File: config.mk
export PLATFORM = sky130hd
export DESIGN_NAME = decompress_stream_flat
export DESIGN_NICKNAME = d
export VERILOG_FILES = /design/src/rtl/decompress_defines_pkg.sv /design/src/rtl/decompress_stream_if.sv /design/src/rtl/decompress_stream_lane.sv /design/src/rtl/decompress_stream.sv /design/src/flat_wrapper.sv
export SDC_FILE = /design/constraint.sdc
export NUM_CORES = 2
export LEC_CHECK = 0
export CORE_MARGIN = 10
export CORE_UTILIZATION = 49
export CTS_CLUSTER_DIAMETER = 30
export DETAILED_ROUTE_END_ITERATION = 12
export PLACE_DENSITY = 0.69
export SLEW_MARGIN = 20
export SYNTH_ARGS = -nofsm -noshare
export SYNTH_HDL_FRONTEND = slang
export SYNTH_SLANG_ARGS = --single-unit
File: constraint.sdc
create_clock -name clk -period 9.7 [get_ports clk]
set_input_delay 2.425 -clock clk [delete_from_list [all_inputs] [get_ports clk]]
set_output_delay 2.425 -clock clk [all_outputs]
set_load 0.03 [all_outputs]
File: src/rtl/decompress_defines_pkg.sv
// Shared types, constants and the mode-to-width decode for the ML-KEM coefficient decompressor.
package decompress_defines_pkg;

    localparam int MLKEM_Q       = 3329;
    localparam int MLKEM_Q_WIDTH = 12;

    // Encodings 6 and 7 are illegal and are refused at start.
    typedef enum logic [2:0] {
        DECOMPRESS1  = 3'd0,
        DECOMPRESS5  = 3'd1,
        DECOMPRESS11 = 3'd2,
        DECOMPRESS4  = 3'd3,
        DECOMPRESS10 = 3'd4,
        DECOMPRESS12 = 3'd5
    } decompress_mode_t;

    typedef enum logic [1:0] {
        DCMP_IDLE = 2'd0,
        DCMP_RUN  = 2'd1,
        DCMP_DONE = 2'd2
    } decompress_state_t;

    // Returns 0 for an illegal encoding so callers can use it as a validity flag.
    function automatic logic [3:0] mode_to_d(input decompress_mode_t m);
        logic [3:0] d;
        case (m)
            DECOMPRESS1:  d = 4'd1;
            DECOMPRESS4:  d = 4'd4;
            DECOMPRESS5:  d = 4'd5;
            DECOMPRESS10: d = 4'd10;
            DECOMPRESS11: d = 4'd11;
            DECOMPRESS12: d = 4'd12;
            default:      d = 4'd0;
        endcase
        return d;
    endfunction

endpackage

File: src/rtl/decompress_stream_if.sv
// Input word stream and output coefficient stream of decompress_stream.
interface decompress_if #(
    parameter int IN_W      = 64,
    parameter int NUM_LANES = 4
);
    // Both streams: a transfer happens on a rising clk edge where valid and ready are
    // both high; the source holds payload and valid stable until that edge.
    logic [IN_W-1:0]           data_i;
    logic                      data_valid_i;
    logic                      data_ready_o;
    logic [NUM_LANES*12-1:0]   coeff_o;
    logic                      coeff_valid_o;
    logic                      coeff_ready_i;

    modport master (
        output data_i, data_valid_i, coeff_ready_i,
        input  data_ready_o, coeff_o, coeff_valid_o
    );

    modport slave (
        input  data_i, data_valid_i, coeff_ready_i,
        output data_ready_o, coeff_o, coeff_valid_o
    );
endinterface

File: src/rtl/decompress_stream_lane.sv
// One decompression lane: round(q*x / 2^d) for d < 12, sanitising bypass for d = 12.
module decompress_lane
    import decompress_defines_pkg::*;
(
    input  logic [MLKEM_Q_WIDTH-1:0] x_i,
    input  logic [3:0]               d_i,
    output logic [MLKEM_Q_WIDTH-1:0] y_o
);
    logic [23:0] prod;
    logic [23:0] rnd;

    always_comb begin
        prod = 24'(x_i) * 24'(MLKEM_Q);
        rnd  = 24'd1 << (d_i - 4'd1);
        if (d_i == 4'd12) begin
            y_o = (x_i < MLKEM_Q_WIDTH'(MLKEM_Q)) ? x_i : '0;
        end else begin
            y_o = MLKEM_Q_WIDTH'((prod + rnd) >> d_i);
        end
    end
endmodule

File: src/rtl/decompress_stream.sv
// Streaming multi-lane ML-KEM decompressor: bit buffer, lane array, registered output beat.
// Define DECOMPRESS_RANGE_CHK_EN to enable the sticky err_o range flag in DECOMPRESS12.
module decompress_stream
    import decompress_defines_pkg::*;
#(
    parameter int IN_W      = 64,
    parameter int NUM_LANES = 4,
    parameter int COEFF_CNT = 256
) (
    input  logic              clk,
    input  logic              rst_b,
    input  logic              zeroize,
    input  logic              start,
    input  decompress_mode_t  mode,
    decompress_if.slave       dif,
    output logic              busy_o,
    output logic              done_o,
    output logic              err_o,
    output decompress_state_t state_o
);
    localparam int LANE_W = MLKEM_Q_WIDTH;
    localparam int OUT_W  = NUM_LANES * LANE_W;
    localparam int BUF_W  = IN_W + OUT_W;
    localparam int FILL_W = $clog2(BUF_W + 1);
    localparam int BEATS  = COEFF_CNT / NUM_LANES;
    localparam int CNT_W  = $clog2(BEATS + 1);

    decompress_state_t state_q, state_d;
    logic [3:0]        d_q, d_d;
    logic [BUF_W-1:0]  buf_q, buf_d;
    logic [FILL_W-1:0] fill_q, fill_d;
    logic [CNT_W-1:0]  beat_q, beat_d, cons_cnt_q, cons_cnt_d;
    logic [OUT_W-1:0]  coeff_q, coeff_d;
    logic              cv_q, cv_d, done_q, done_d, busy_q, busy_d, err_q, err_d;

    logic [FILL_W-1:0] need, fill_after;
    logic              run, consume, load, out_hs, data_ready;
    logic [3:0]        start_d;
    logic [LANE_W-1:0] mask;
    logic [NUM_LANES-1:0][LANE_W-1:0] lane_x, lane_y;

    // A 12-bit shift by 12 wraps to zero, so d = 12 yields an all-ones mask.
    assign mask = (LANE_W'(1) << d_q) - LANE_W'(1);

    for (genvar k = 0; k < NUM_LANES; k++) begin : g_lane
        assign lane_x[k] = LANE_W'(buf_q >> (k * int'(d_q))) & mask;
        decompress_lane u_lane (
            .x_i (lane_x[k]),
            .d_i (d_q),
            .y_o (lane_y[k])
        );
    end

    always_comb begin
        run        = (state_q == DCMP_RUN);
        need       = FILL_W'(NUM_LANES * int'(d_q));
        out_hs     = cv_q && dif.coeff_ready_i;
        consume    = run && (cons_cnt_q < CNT_W'(BEATS)) && (fill_q >= need) &&
                     (!cv_q || dif.coeff_ready_i);
        fill_after = consume ? (fill_q - need) : fill_q;
        data_ready = run && (fill_after <= FILL_W'(BUF_W - IN_W));
        load       = data_ready && dif.data_valid_i;
        start_d    = mode_to_d(mode);

        state_d    = state_q;
        d_d        = d_q;
        buf_d      = consume ? (buf_q >> need) : buf_q;
        // New words land directly above the bits still waiting in the buffer.
        if (load) begin
            buf_d = buf_d | (BUF_W'(dif.data_i) << fill_after);
        end
        fill_d     = fill_after + (load ? FILL_W'(IN_W) : '0);
        cons_cnt_d = cons_cnt_q + CNT_W'(consume);
        beat_d     = beat_q + CNT_W'(out_hs);
        coeff_d    = consume ? lane_y : coeff_q;
        cv_d       = consume || (cv_q && !dif.coeff_ready_i);
        err_d      = err_q;
`ifdef DECOMPRESS_RANGE_CHK_EN
        for (int k = 0; k < NUM_LANES; k++) begin
            if (consume && (d_q == 4'd12) && (lane_x[k] >= LANE_W'(MLKEM_Q))) begin
                err_d = 1'b1;
            end
        end
`else
        err_d      = 1'b0;
`endif

        case (state_q)
            DCMP_IDLE: begin
                if (start && (start_d != 4'd0)) begin
                    state_d    = DCMP_RUN;
                    d_d        = start_d;
                    buf_d      = '0;
                    fill_d     = '0;
                    beat_d     = '0;
                    cons_cnt_d = '0;
                    err_d      = 1'b0;
                end
            end
            DCMP_RUN: begin
                if (out_hs && (beat_q == CNT_W'(BEATS - 1))) begin
                    state_d = DCMP_DONE;
                end
            end
            DCMP_DONE: state_d = DCMP_IDLE;
            default:   state_d = DCMP_IDLE;
        endcase

        if (zeroize) begin
            state_d    = DCMP_IDLE;
            d_d        = '0;
            buf_d      = '0;
            fill_d     = '0;
            beat_d     = '0;
            cons_cnt_d = '0;
            coeff_d    = '0;
            cv_d       = 1'b0;
            err_d      = 1'b0;
        end

        done_d = (state_d == DCMP_DONE);
        busy_d = (state_d != DCMP_IDLE);
    end

    always_ff @(posedge clk or negedge rst_b) begin
        if (!rst_b) begin
            state_q    <= DCMP_IDLE;
            d_q        <= '0;
            buf_q      <= '0;
            fill_q     <= '0;
            beat_q     <= '0;
            cons_cnt_q <= '0;
            coeff_q    <= '0;
            cv_q       <= 1'b0;
            done_q     <= 1'b0;
            busy_q     <= 1'b0;
            err_q      <= 1'b0;
        end else begin
            state_q    <= state_d;
            d_q        <= d_d;
            buf_q      <= buf_d;
            fill_q     <= fill_d;
            beat_q     <= beat_d;
            cons_cnt_q <= cons_cnt_d;
            coeff_q    <= coeff_d;
            cv_q       <= cv_d;
            done_q     <= done_d;
            busy_q     <= busy_d;
            err_q      <= err_d;
        end
    end

    assign dif.data_ready_o  = data_ready;
    assign dif.coeff_o       = coeff_q;
    assign dif.coeff_valid_o = cv_q;
    assign busy_o            = busy_q;
    assign done_o            = done_q;
    assign err_o             = err_q;
    assign state_o           = state_q;
endmodule

File: src/flat_wrapper.sv
// flat-port wrapper written by rule: the top's interface ports become plain ports
module decompress_stream_flat import decompress_defines_pkg::*;
#(
    parameter int IN_W      = 64,
    parameter int NUM_LANES = 4,
    parameter int COEFF_CNT = 256
)
  (clk, rst_b, zeroize, start, mode, busy_o, done_o, err_o, state_o, dif_data_i, dif_data_valid_i, dif_coeff_ready_i, dif_data_ready_o, dif_coeff_o, dif_coeff_valid_o);
  decompress_if #(.IN_W(IN_W), .NUM_LANES(NUM_LANES)) dif_i ();
  input  logic clk;
  input  logic rst_b;
  input  logic zeroize;
  input  logic start;
  input  decompress_mode_t mode;
  output logic busy_o;
  output logic done_o;
  output logic err_o;
  output decompress_state_t state_o;
  input wire logic [$bits(dif_i.data_i)-1:0] dif_data_i;
  input wire logic [$bits(dif_i.data_valid_i)-1:0] dif_data_valid_i;
  input wire logic [$bits(dif_i.coeff_ready_i)-1:0] dif_coeff_ready_i;
  output wire logic [$bits(dif_i.data_ready_o)-1:0] dif_data_ready_o;
  output wire logic [$bits(dif_i.coeff_o)-1:0] dif_coeff_o;
  output wire logic [$bits(dif_i.coeff_valid_o)-1:0] dif_coeff_valid_o;
  assign dif_i.data_i = dif_data_i;
  assign dif_i.data_valid_i = dif_data_valid_i;
  assign dif_i.coeff_ready_i = dif_coeff_ready_i;
  assign dif_data_ready_o = dif_i.data_ready_o;
  assign dif_coeff_o = dif_i.coeff_o;
  assign dif_coeff_valid_o = dif_i.coeff_valid_o;
  decompress_stream #(.IN_W(IN_W), .NUM_LANES(NUM_LANES), .COEFF_CNT(COEFF_CNT)) u_core (.clk(clk), .rst_b(rst_b), .zeroize(zeroize), .start(start), .mode(mode), .dif(dif_i), .busy_o(busy_o), .done_o(done_o), .err_o(err_o), .state_o(state_o));
endmodule
==> flow_metrics.tcl <==
set metrics [dict create \
    post_cts.repair.setup_buffers 0 \
    synthTopCellsByArea "ha_1 14%, dfrtp_1 13%, mux4_2 10%, mux2i_1 8.2%, nor2_1 4.6%" \
    clkSinkCount 188 \
    finalCritPeriodShare_pct 90.8 \
    wl_met3_um 14400 \
    first_global_vias 33600 \
    crit_type "reg2reg" \
    post-dp-hpwl_um 106000 \
    antenna_found_initial 4 \
    pwr-share-comb_pct 56.7 \
    ant_nets 0 \
    ys_ff_latch 188 \
    worstSetupStartpointType "register" \
    cts_buffers 17 \
    tns_ns 0 \
    met1_length_um 54200 \
    synth_edf_count 0 \
    synthToLayoutAreaGrowth_pct 6.62 \
    seq_power_share_pct 23.6 \
    drive_gt1_share_pct 10.3 \
    syn_area_mm2 0.0360 \
    crit_path_max_fanout 48 \
    syn_inst 4349 \
    hold_viol_final 0 \
    slew_violations 0 \
    syn_area_per_cell_um2 8.28 \
    relSlewSlack_pct 20.4 \
    ys_top_cells_by_count "439 x nor2_1, 413 x ha_1, 352 x nand2_1" \
    io_buffers 126 \
    die_y_um 291 \
    wl_met2_um 60400 \
    clk_path_buf_depth 2 \
    rsz0062_at_grt "no" \
    initial_utilization_pct 49.3 \
    min_period_ns 8.81 \
    outcome "completed" \
    ys_types 100 \
    fp-row-count 99 \
    chipWidth_um 291 \
    overflow 0 \
    cts_max_level 4 \
    routed_wl_um 139000 \
    finClkSkew_ns 0.0211 \
    crit_buf_inv 5 \
    hold_buffers 0 \
    cp_slowest_cell "a211oi_2" \
    netlist.top_cell.by_area "ha_1" \
    pwr-share-clk_pct 19.7 \
    tightestPinTransition_ns 1.18 \
    multi_input_area_mm2 0.0289 \
    via_per_inst 6.82 \
    dieArea_mm2 0.0847 \
    power.total_mw 3.91 \
    cts.repair.resized 0 \
    grt_max_degree 202 \
    yosysWarnings 0 \
    path_delay_family "compound AO/OA/AOI/OAI gates" \
    synth_nets 4908 \
    drcViolationCount 0 \
    post-route-util_pct 52.6 \
    nNetsFinal 4807 \
    global_route.usage.total_pct 31.6 \
    synthArstFlopShare_pct 100 \
    switching_power_mw 1.91 \
    ys.flop_type "dfrtp_1" \
    required_ns 10.11 \
    fmax_ghz 0.114 \
    path_clk_slew_ns 0.10 \
    drt_iter0_markers 4830 \
    num_io_pins 128 \
    drv_cap 0 \
    crit_path_end_kind "register" \
    drt-wirelength-per-cell_um 26.6 \
    ys_seq_area_share_pct 13.1 \
    dr.pass1.iters 7 \
    synth.most_common_cell "nor2_1" \
    hold_path_class "reg2reg" \
    ir_drop_mv 0.110 \
    critPathMaxStageDelay_ns 0.54 \
    path_common_cell "ha_1" \
    power_density_mw_per_mm2 102 \
    intPower_mw 2.00 \
    setup_viol 0 \
    routed.top_layer "met5" \
    core_area_mm2 0.0730 \
    layout.area.seq_mm2 0.00472 \
    swShare_pct 48.8 \
    routabilityCongestion 1.03 \
    n_fill_cell 6907 \
    cts_tree "built" \
    clk-insertion-delay-late_ns 0.52 \
    vias 35600 \
    cts_root_buf "clkbuf_16" \
    p_leak_nw 17.5 \
    arrival_ns 9.22 \
    grt_pass1_wl_um 211000 \
    synth_top_area_share_pct 14.4 \
]
[final cells by class]
cell class / count / area share, %
clock inverters: 14 / 0.437
repair buffers: 197 / 4.88
clock buffers: 18 / 1.12
inverters: 278 / 2.76
well taps: 959 / 3.13
diodes: 1 / 0.00652
multi-input cells: 3566 / 75.4
flip-flops and latches: 188 / 12.3
[registers in the layout (all words and copies together), names as in the netlist]
signal                    flops
u_core.dif.coeff_o           48
u_core.beat_q                 7
u_core.done_o                 1
u_core.dif.coeff_valid_o      1
u_core.busy_o                 1
u_core.d_q                    4
u_core.cons_cnt_q             7
u_core.state_o                2
u_core.buf_q                112
u_core.fill_q                 5
[worst paths after layout]
path / to / slack [ns] / depth (start not counted) / start
worst max-delay path: u_core.dif.coeff_o[43] / 0.89 / 30 / u_core.d_q[0]
worst min-delay path: u_core.dif.coeff_o[24] / 0.53 / 2 / u_core.dif.coeff_o[24]
worst max register to register: u_core.dif.coeff_o[43] / 0.89 / 30 / u_core.d_q[0]
worst min register to register: u_core.dif.coeff_o[24] / 0.53 / 2 / u_core.dif.coeff_o[24]
max in group asynchronous: u_core.buf_q[59] / 6.66 / 2 / rst_b
min in group asynchronous: u_core.buf_q[101] / 1.95 / 1 / rst_b
[cells in the final DEF, fill, tap and decap left out, types with 33 or more instances in the layout]
cell and count:
o22ai_1 55, o211ai_1 44, mux4_2 164, a221oi_1 33
nor2_1 435, inv_1 271, nand2b_1 51, nand3_1 63
fa_1 73, mux2i_1 293, ha_1 412, nor3_1 83
mux2_2 93, a211oi_1 140, dfrtp_1 184, a21o_1 39
xnor2_1 75, and2_1 41, and3_1 36, o21ai_0 267
o21a_1 33, buf_4 65, a21oi_1 308, clkdlybuf4s50_1 125
nand2_1 351
[power groups by stage]
stage / registers (mW) / clock network [mW] / logic, mW
floorplan: 0.905 / 0 / 1.50
global placement: 0.933 / 0 / 2.13
detailed placement: 0.933 / 0 / 2.14
CTS: 0.917 / 0.770 / 2.16
global route: 0.924 / 0.796 / 2.39
finish: 0.925 / 0.769 / 2.22
[metal layers]
layer	vias to the layer above	track usage (%)
met5	-	0
met4	2	19.1
met3	468	6.55
met2	2260	48.5
met1	16900	40.3
li1	16000	-
[worst reg2reg max path, delay by kind of cell (launching register included)]
kind | cells | cell delay, ns
simple gates | 4 | 0.75
fa+ha+maj | 7 | 2.92
mux | 1 | 0.51
flops | 1 | 0.48
compound gates | 13 | 3.11
buf+inv | 5 | 0.94
[kinds of logic after synthesis]
logic type,after synthesis,synth area share (%)
compound gates,1228,22.6
simple gates,1185,14.8
buf+inv,595,6.85
mux,556,21.6
fa+ha+maj,486,18.4
flops,188,13.1
xor+xnor,110,2.68
other cells,1,0.0104
[stage by stage]
step / setup slack (ns) / area, µm² / hold WS [ns] / instances
floorplan: 0.349 / 36000 / 0.501 / 4349
global placement: 1.23 / 37800 / 0.508 / 5188
detailed placement: 1.02 / 37800 / 0.512 / 5188
CTS: 1.02 / 38400 / 0.529 / 5220
global route: 0.319 / 38400 / 0.562 / 5220
finish: 0.891 / 38400 / 0.530 / 5221
Power figures use the tool's default switching activity.
